File: src/rtl/mix_sched_pkg.sv
// Shared definitions for the TS/EMM/DDR mixer slot scheduler.
package mix_sched_pkg;

    typedef enum logic [1:0] {
        ST_IDLE  = 2'd0,
        ST_GRANT = 2'd1,
        ST_GAP   = 2'd2
    } state_t;

    localparam int GNT_TS  = 0;
    localparam int GNT_DDR = 1;
    localparam int GNT_EMM = 2;

    localparam int GAP_CYC_DEF  = 8;
    localparam int SLOT_TMO_DEF = 64;

endpackage

File: src/rtl/emm_token_bucket.sv
// EMM insertion rate limiter: period counter feeding a saturating token bucket.
module emm_token_bucket #(
    parameter int TOK_W   = 3,
    parameter int MAX_TOK = 4,
    parameter int PER_W   = 16
) (
    input  logic             clk,
    input  logic             rst,
    input  logic [PER_W-1:0] emm_period,
    input  logic             consume,
    output logic [TOK_W-1:0] tokens,
    output logic             avail
);

    localparam logic [TOK_W-1:0] TOK_MAX = TOK_W'(MAX_TOK);

    logic [PER_W-1:0] cnt;
    logic [PER_W-1:0] per_q;
    logic [TOK_W-1:0] tok;
    logic             unlimited;
    logic             restart;
    logic             add;
    logic             take;

    assign unlimited = (emm_period == '0);
    assign restart   = (emm_period != per_q);
    assign add       = !unlimited && !restart && (cnt == emm_period - PER_W'(1));
    assign take      = !unlimited && consume && (tok != '0);

    // Unlimited mode parks the level at MAX_TOK so the reported level is full.
    always_ff @(posedge clk or negedge rst) begin
        if (!rst) begin
            cnt   <= '0;
            per_q <= '0;
            tok   <= '0;
        end else begin
            per_q <= emm_period;
            if (unlimited || restart || add)
                cnt <= '0;
            else
                cnt <= cnt + PER_W'(1);

            if (unlimited)
                tok <= TOK_MAX;
            else if (add && !take && tok != TOK_MAX)
                tok <= tok + TOK_W'(1);
            else if (take && !add)
                tok <= tok - TOK_W'(1);
        end
    end

    assign tokens = tok;
    assign avail  = unlimited || (tok != '0);

endmodule

File: src/rtl/mix_slot_sched.sv
// Slot scheduler for the TS/EMM/DDR output mixer: priority arbitration,
// EMM rate limiting, DDR anti-starvation, slot timeout and inter-slot gap.
module mix_slot_sched
    import mix_sched_pkg::*;
#(
    parameter int GAP_CYC  = GAP_CYC_DEF,
    parameter int SLOT_TMO = SLOT_TMO_DEF,
    parameter int TOK_W    = 3,
    parameter int MAX_TOK  = 4,
    parameter int PER_W    = 16
) (
    input  logic             clk,
    input  logic             rst,
    input  logic             req_ts,
    input  logic             req_emm,
    input  logic             req_ddr,
    input  logic             slot_done,
    input  logic [PER_W-1:0] emm_period,
    input  logic [3:0]       ddr_weight,
    output logic [2:0]       gnt,
    output logic             gnt_vld,
    output logic             busy,
    output logic [TOK_W-1:0] emm_tokens,
    output logic             timeout_err
);

    localparam int GAP_W = $clog2(GAP_CYC + 1);
    localparam int TMO_W = $clog2(SLOT_TMO + 1);
    // The IDLE arbitration cycle is the last gnt-low cycle of the gap, so GAP
    // itself lasts GAP_CYC-1 cycles and re-grant lands GAP_CYC+1 after slot_done.
    localparam logic [GAP_W-1:0] GAP_LAST = GAP_W'((GAP_CYC > 1) ? GAP_CYC - 2 : 0);
    localparam logic [TMO_W-1:0] TMO_LAST = TMO_W'(SLOT_TMO - 1);

    state_t           state, state_d;
    logic [2:0]       sel;
    logic             tmo_fire;
    logic             force_ddr;
    logic             emm_avail;
    logic [3:0]       starve_cnt;
    logic [GAP_W-1:0] gap_cnt;
    logic [TMO_W-1:0] tmo_cnt;

    emm_token_bucket #(
        .TOK_W   (TOK_W),
        .MAX_TOK (MAX_TOK),
        .PER_W   (PER_W)
    ) u_bucket (
        .clk        (clk),
        .rst        (rst),
        .emm_period (emm_period),
        .consume    (state == ST_IDLE && sel[GNT_EMM]),
        .tokens     (emm_tokens),
        .avail      (emm_avail)
    );

    assign force_ddr = req_ddr && (ddr_weight != 4'd0) && (starve_cnt >= ddr_weight);

    always_comb begin
        state_d  = state;
        sel      = '0;
        tmo_fire = 1'b0;
        unique case (state)
            ST_IDLE: begin
                if (force_ddr)               sel[GNT_DDR] = 1'b1;
                else if (req_ts)             sel[GNT_TS]  = 1'b1;
                else if (req_emm && emm_avail) sel[GNT_EMM] = 1'b1;
                else if (req_ddr)            sel[GNT_DDR] = 1'b1;
                if (sel != '0) state_d = ST_GRANT;
            end
            ST_GRANT: begin
                if (slot_done) begin
                    state_d = ST_GAP;
                end else if (tmo_cnt == TMO_LAST) begin
                    state_d  = ST_GAP;
                    tmo_fire = 1'b1;
                end
            end
            ST_GAP: begin
                if (gap_cnt == GAP_LAST) state_d = ST_IDLE;
            end
            default: state_d = ST_IDLE;
        endcase
    end

    always_ff @(posedge clk or negedge rst) begin
        if (!rst) begin
            state       <= ST_IDLE;
            gnt         <= '0;
            gnt_vld     <= 1'b0;
            timeout_err <= 1'b0;
            starve_cnt  <= '0;
            gap_cnt     <= '0;
            tmo_cnt     <= '0;
        end else begin
            state       <= state_d;
            gnt_vld     <= (state == ST_IDLE) && (sel != '0);
            timeout_err <= tmo_fire;
            if (state == ST_IDLE)
                gnt <= sel;
            else if (state_d != ST_GRANT)
                gnt <= '0;
            tmo_cnt <= (state == ST_GRANT) ? tmo_cnt + TMO_W'(1) : '0;
            gap_cnt <= (state == ST_GAP)   ? gap_cnt + GAP_W'(1) : '0;
            if (state == ST_IDLE) begin
                if (sel[GNT_DDR] || !req_ddr)
                    starve_cnt <= '0;
                else if (sel != '0 && starve_cnt != 4'hF)
                    starve_cnt <= starve_cnt + 4'd1;
            end
        end
    end

    assign busy = (state != ST_IDLE);

endmodule

File: config.mk
export PLATFORM = sky130hd
export DESIGN_NAME = mix_slot_sched
export DESIGN_NICKNAME = d
export VERILOG_FILES = /design/src/rtl/mix_sched_pkg.sv /design/src/rtl/emm_token_bucket.sv /design/src/rtl/mix_slot_sched.sv
export SDC_FILE = /design/constraint.sdc
export NUM_CORES = 1
export LEC_CHECK = 0
export CAP_MARGIN = 20
export CORE_MARGIN = 4
export CORE_UTILIZATION = 53
export CTS_CLUSTER_DIAMETER = 30
export CTS_CLUSTER_SIZE = 25
export DETAILED_ROUTE_END_ITERATION = 8
export PLACE_DENSITY = 0.75
export SLEW_MARGIN = 0
export SYNTH_ARGS = -nofsm -noshare
export SYNTH_HDL_FRONTEND = slang
export SYNTH_SLANG_ARGS = --single-unit
File: constraint.sdc
create_clock -name clk -period 4.05 [get_ports clk]
set_input_delay 0.81 -clock clk [delete_from_list [all_inputs] [get_ports clk]]
set_output_delay 0.81 -clock clk [all_outputs]
set_load 0.02 [all_outputs]
Yosys cells after proc, flatten, opt, wreduce, memory -nomap -nowiden
Cells that the tools add are included.
{"block": "totals", "reg_bits": 57, "in_bits": 26, "output_inout_bits": 9, "elab_cells": 90}
{"block": "op_classes", "n_addsub": 7, "order_cmp": 1, "n_eq_ne": 9, "n_mux": 30, "reduce_logical": 33}
{"cell": "3-bit 2-to-1 mux", "n": 6}
{"cell": "16-bit by 1-bit adder with 16-bit output (second input constant)", "n": 1}
{"cell": "16-bit == test", "n": 1}
{"cell": "16-bit zero test", "n": 1}
{"cell": "16-bit 2-to-1 mux", "n": 1}
{"cell": "16-bit inequality test", "n": 1}
{"cell": "16-bit by 1-bit subtractor with 16-bit output (second input constant)", "n": 1}
{"cell": "1-bit logical AND", "n": 13}
{"cell": "1-bit 2-to-1 mux", "n": 13}
{"cell": "4-bit 2-to-1 mux", "n": 3}
{"cell": "3-bit nonzero test", "n": 4}
{"cell": "2-bit 2-to-1 mux", "n": 5}
{"cell": "4-bit by 1-bit adder with 4-bit output (second input constant)", "n": 2}
{"cell": "7-bit by 1-bit adder with 7-bit output (second input constant)", "n": 1}
{"cell": "7-bit by 6-bit == test with 1-bit output (second input constant)", "n": 1}
{"cell": "7-bit 2-to-1 mux", "n": 1}
{"cell": "2-bit one-hot mux with 3 select lines", "n": 1}
{"cell": "2-bit nonzero test", "n": 3}
{"cell": "1-bit zero test", "n": 5}
{"cell": "4-bit by 3-bit == test with 1-bit output (second input constant)", "n": 1}
{"cell": "4-bit >= comparator", "n": 1}
{"cell": "1-bit logical OR", "n": 4}
{"cell": "4-bit inequality test (second input constant)", "n": 1}
{"cell": "4-bit nonzero test", "n": 1}
{"cell": "8 further kinds", "n": 8}

Logic depth before layout (Yosys ltp)
{"block": "depth", "depth_word": 16, "mapped_depth": 17, "depth_no_buf": 16}

Hierarchy
Synthesis repeated with hierarchy kept, for this count alone.
{"block": "hier_totals", "cells_unflattened": 350, "hier_area_um2": 3394.5}
{"mod": "emm_token_bucket", "instances": 1, "cells_per_inst": 234, "area_each_um2": 2218.4, "seq_area_each_um2": 875.8}
{"mod": "mix_slot_sched", "instances": 1, "cells_per_inst": 116, "area_each_um2": 1176.1, "seq_area_each_um2": 550.5}

Worst setup path before layout
Ideal clock, no wire load.
{"block": "synth_timing", "path_type": "in2reg", "start": "in emm_period[0]", "end": "reg u_bucket.tok[2] (netlist: u_bucket.tokens[2])", "setup_ns": 0.146, "arrival_time_ns": 3.767, "required_ns": 3.904, "setup_slack_ns": 0.138, "stages": 16, "path_buffers": 1, "path_cell_list": "buf_4 inv_1 ha_1 or3b_1 nor4_1 xnor2_1 and4b_1 nand4_1 nor4_1 nand2_1 fa_1 nor3_1 o21ai_0 o41a_1 o311ai_0 a21oi_1"}
{"block": "synth_via", "elab_chain_len": 16, "elab_cells_between_ends": 26, "classes_between": "add/sub (1); eq/ne (2); mux (7); reduce/logical (16)"}
{"item": "start: declaration", "line": "mix_slot_sched.sv:18", "text": "input logic [PER_W-1:0] emm_period,"}
{"item": "16-bit zero test", "line": "emm_token_bucket.sv:25", "text": "assign unlimited = (emm_period == '0);"}
{"item": "1-bit logical OR", "line": "emm_token_bucket.sv:53", "text": "assign avail = unlimited || (tok != '0);"}
{"item": "1-bit logical AND", "line": "mix_slot_sched.sv:66", "text": "else if (req_emm && emm_avail) sel[GNT_EMM] = 1'b1;"}
{"item": "1-bit 2-to-1 mux", "line": "mix_slot_sched.sv:66"}
{"item": "2-bit 2-to-1 mux", "line": "mix_slot_sched.sv:65", "text": "else if (req_ts) sel[GNT_TS] = 1'b1;"}
{"item": "1-bit 2-to-1 mux", "line": "mix_slot_sched.sv:64", "text": "if (force_ddr) sel[GNT_DDR] = 1'b1;"}
{"item": "1-bit 2-to-1 mux", "line": "mix_slot_sched.sv:62", "text": "unique case (state)"}
{"item": "3-bit 2-to-1 mux", "line": "mix_slot_sched.sv:62"}
{"item": "1-bit logical AND", "line": "mix_slot_sched.sv:51", "text": ".consume (state == ST_IDLE && sel[GNT_EMM]),"}
{"item": "1-bit logical AND (2 in series)", "line": "emm_token_bucket.sv:28", "text": "assign take = !unlimited && consume && (tok != '0);"}
{"item": "1-bit zero test", "line": "emm_token_bucket.sv:45", "text": "else if (add && !take && tok != TOK_MAX)"}
{"item": "1-bit logical AND (2 in series)", "line": "emm_token_bucket.sv:45"}
{"item": "3-bit 2-to-1 mux", "line": "emm_token_bucket.sv:45"}
{"item": "3-bit 2-to-1 mux", "line": "emm_token_bucket.sv:43", "text": "if (unlimited)"}
{"item": "end signal: assignment", "line": "emm_token_bucket.sv:46", "text": "tok <= tok + TOK_W'(1);"}
{"item": "end signal: assignment", "line": "emm_token_bucket.sv:48", "text": "tok <= tok - TOK_W'(1);"}
{"item": "end: declaration", "line": "emm_token_bucket.sv:19", "text": "logic [TOK_W-1:0] tok;"}
Parallel ways exist; a longest one is shown, timed or not. The select of a mux whose other input is x is not followed.
A chain may end at the register's enable or synchronous reset.

Worst setup path after layout
Ends and elaborated chain as after synthesis.

==> metrics.cfg <==
[status]
run_status=finished clean

[floorplanning]
core_area_sq_mm=0.00635
die_h_um=89.1
dieArea_sq_mm=0.00793
io_pins=35
start_util=0.548
rows=29
chipWidth_um=89.1

[routing]
wl_um=8270
drtPass1Iterations=4
viasPerCell=5.59
first_iter_violations=107
routedWlPerCell_um=15.7
vias=2946
antenna_left=0
drc_errors=0

[place]
place.gp.congestion=1.02
dp_cells=510
dp_hpwl_um=6370
io_buffers=34

[global_routing]
grt_pass1_wl_um=13900
grt_max_degree=30
use_met2=0.358
busiest_layer=met2
grt_overflow_total=0
antenna_found_initial=0
grt_pass1_vias=2956
grt_use_total=0.230
use_met1=0.321
grt_util_met3=0.0442

[yosys]
synth-seq-cells=57
yosysUniqueCellTypes=59
async_flop_share=1.00
post-synth-top-area-cell=dfrtp_1
syn_area_sq_mm=0.00348
seq_area_frac_synth=0.410
synthesis.nets=401
synth_area_leaders=dfrtp_1 (41%), xnor2_1 (8.6%), nor2_1 (5.1%), xor2_1 (5.0%), ha_1 (4.0%)
yosys.area.top_type_share=0.410
avgSynthCellArea_sq_um=9.59
synth_edf_count=0
netlist_instances=363
synth_warnings=0
synthFlopType=dfrtp_1

[power]
internal_power_mw=1.32
seq_power_share=0.362
clkPwrFrac=0.330
irDropWorstVdd_uv=385
p_leak_nw=1.92
swShare=0.321
power_switching_uw=625
comb_power_share=0.308
powerDensity_mw_per_mm2=433

[clock_network]
cts.sinks=57
tritoncts=done
insertion_delay_ns=0.34
hold_buffers=0
cts_buffer_depth=2
clockRootBuffer=clkbuf_8
clk_pin_slew_ns=0.07
htree_levels=3
cts-buffers-inserted=9

[run]
maxCapViolations=0

[sta]
rsz0062_at_grt=false
min_period_ns=3.75
fmax_ghz=0.267
finalHoldViolations=0
final.setup_skew_ns=0.0111
period_share=0.926
setup-violations-final=0
drv_slew=0
worst_pin_slew_ns=0.636
tns_ns=0
slew_headroom=0.576

[critical_path]
path_max_fanout=4
cp-end-kind=register
critical_path_arrival_ns=3.96
rr_worst_depth=12
cp-start-kind=primary input
required_ns=4.26
criticalPathCategory=in2reg

[finish]
fin_nets=483
n_antenna_cell=0
drive_gt1_frac=0.200
multi_input_comb_area_sq_mm=0.00197
seqCellArea_sq_mm=0.00143
fin_cells=527
nFillCells=487
area_growth_pct=29.1

[hold_path]
hold_path_class=in2async

sequential cells by signal, indices dropped and copies added, names as in the netlist, 2 cells and up:
signal / cells
u_bucket.cnt: 16
u_bucket.per_q: 16
tmo_cnt: 7
gap_cnt: 4
starve_cnt: 4
gnt: 3
u_bucket.tokens: 3
state: 2
worst max-delay path: stages:
cell and delay (ns):
clkdlybuf4s50_1 0.43, inv_1 0.09, ha_1 0.16, or3b_4 0.43, nor4_4 0.29, xnor2_1 0.19
and3_1 0.19, nand4_1 0.13, nor4_2 0.16, nand2_1 0.10, fa_2 0.38, nor3_2 0.20
o21ai_0 0.10, o41a_1 0.11, o311ai_0 0.10, a21oi_1 0.07
stage by stage:
step            util  setup WS (ns)  hold WS, ns  cell area (sq um)  power (mW)
2_1_floorplan      -          0.138        0.432               3480        1.08
3_3_place_gp   0.657         -0.307        0.447               4170        1.28
3_5_place_dp   0.658         -0.372        0.483               4180        1.30
4_1_cts        0.698         0.0176        0.495               4430        1.95
5_1_grt        0.708        0.00441        0.510               4500        2.07
6_report       0.708          0.301        0.489               4500        1.95
layout make-up:
class | instances | area share
Multi-Input combinational cell | 278 | 0.439
Sequential cell | 57 | 0.317
Timing Repair Buffer | 82 | 0.155
Clock buffer | 9 | 0.0275
Clock inverter | 7 | 0.0264
Tap cell | 77 | 0.0214
Inverter | 17 | 0.0142
cells in the final DEF, fill, tap and decap left out, types with 3 or more instances in the layout:
cell and n:
nor3_1 9, inv_1 17, nand2_1 24, o211ai_1 5
or3_1 5, nor4_4 3, clkdlybuf4s50_1 33, a21oi_1 14
and3_1 5, nor2_1 47, clkbuf_8 9, o21ai_0 10
nor4_2 4, mux2i_1 4, nand4_1 7, buf_4 48
nor4_1 4, xnor2_1 34, ha_1 11, dfrtp_1 57
nand2b_1 6, bufinv_16 3, nand3_1 17, xor2_1 20
what timing repair did:
action / in CTS / in global routing
pin swaps: 0 / 3
hold endpoints to repair: 0 / 0
setup buffers: 0 / 1
gates resized for setup: 2 / 11
endpoints found under the setup margin: 1 / 2
layer usage:
| layer | vias up | wire length [um] |
|---|---|---|
| met3 | 14 | 393 |
| met4 | 0 | 165 |
| met2 | 64 | 3900 |
| met5 | - | 0 |
| li1 | 1442 | - |
| met1 | 1426 | 3810 |
power by group through the flow:
stage / clock (mW) / sequential, mW / combinational (mW)
global route: 0.677 / 0.717 / 0.673
finish: 0.642 / 0.705 / 0.598
floorplan: 0 / 0.735 / 0.345
CTS: 0.654 / 0.704 / 0.591
detailed placement: 0 / 0.715 / 0.587
global placement: 0 / 0.710 / 0.570
final timing paths:
check	from	endpoint	slack, ns
min in group clk	tmo_cnt[0]$_DFF_PN0_	tmo_cnt[0]$_DFF_PN0_	0.49
setup / recovery	emm_period[0]	u_bucket.tokens[2]$_DFFE_PN0P_	0.30
hold reg to reg	tmo_cnt[0]$_DFF_PN0_	tmo_cnt[0]$_DFF_PN0_	0.49
setup reg to reg	u_bucket.cnt[8]$_DFF_PN0_	u_bucket.tokens[2]$_DFFE_PN0P_	1.11
hold / removal	rst	u_bucket.per_q[1]$_DFF_PN0_	0.49
max in group asynchronous	rst	starve_cnt[1]$_DFFE_PN0P_	2.74
cell families after synthesis:
kind of cell / count (synthesis) / synth area share
compound gates: 53 / 0.107
xor+xnor: 54 / 0.136
fa+ha+maj: 12 / 0.0453
buf+inv: 28 / 0.0442
flops: 57 / 0.410
mux: 6 / 0.0212
simple gates: 153 / 0.237
cell usage after synthesis (2+ instances only):
master	instances
dfrtp_1	57
nor2_1	47
xnor2_1	34
nand2_1	24
xor2_1	20
inv_1	17
nand3_1	17
a21oi_1	14
ha_1	11
o21ai_0	11
nor3_1	10
nor4_1	10
nand4_1	7
nand2b_1	6
and3_1	5
o211ai_1	5
or3_1	5
mux2i_1	4
buf_4	3
buf_6	3
clkbuf_1	3
a21o_1	2
a32o_1	2
and3_2	2
nand3_2	2
nor3b_1	2
o21a_1	2
o21bai_1	2
o22ai_1	2
o311ai_0	2
o31ai_1	2
or4_1	2
or4_4	2
(Power assumes the default switching activity.)
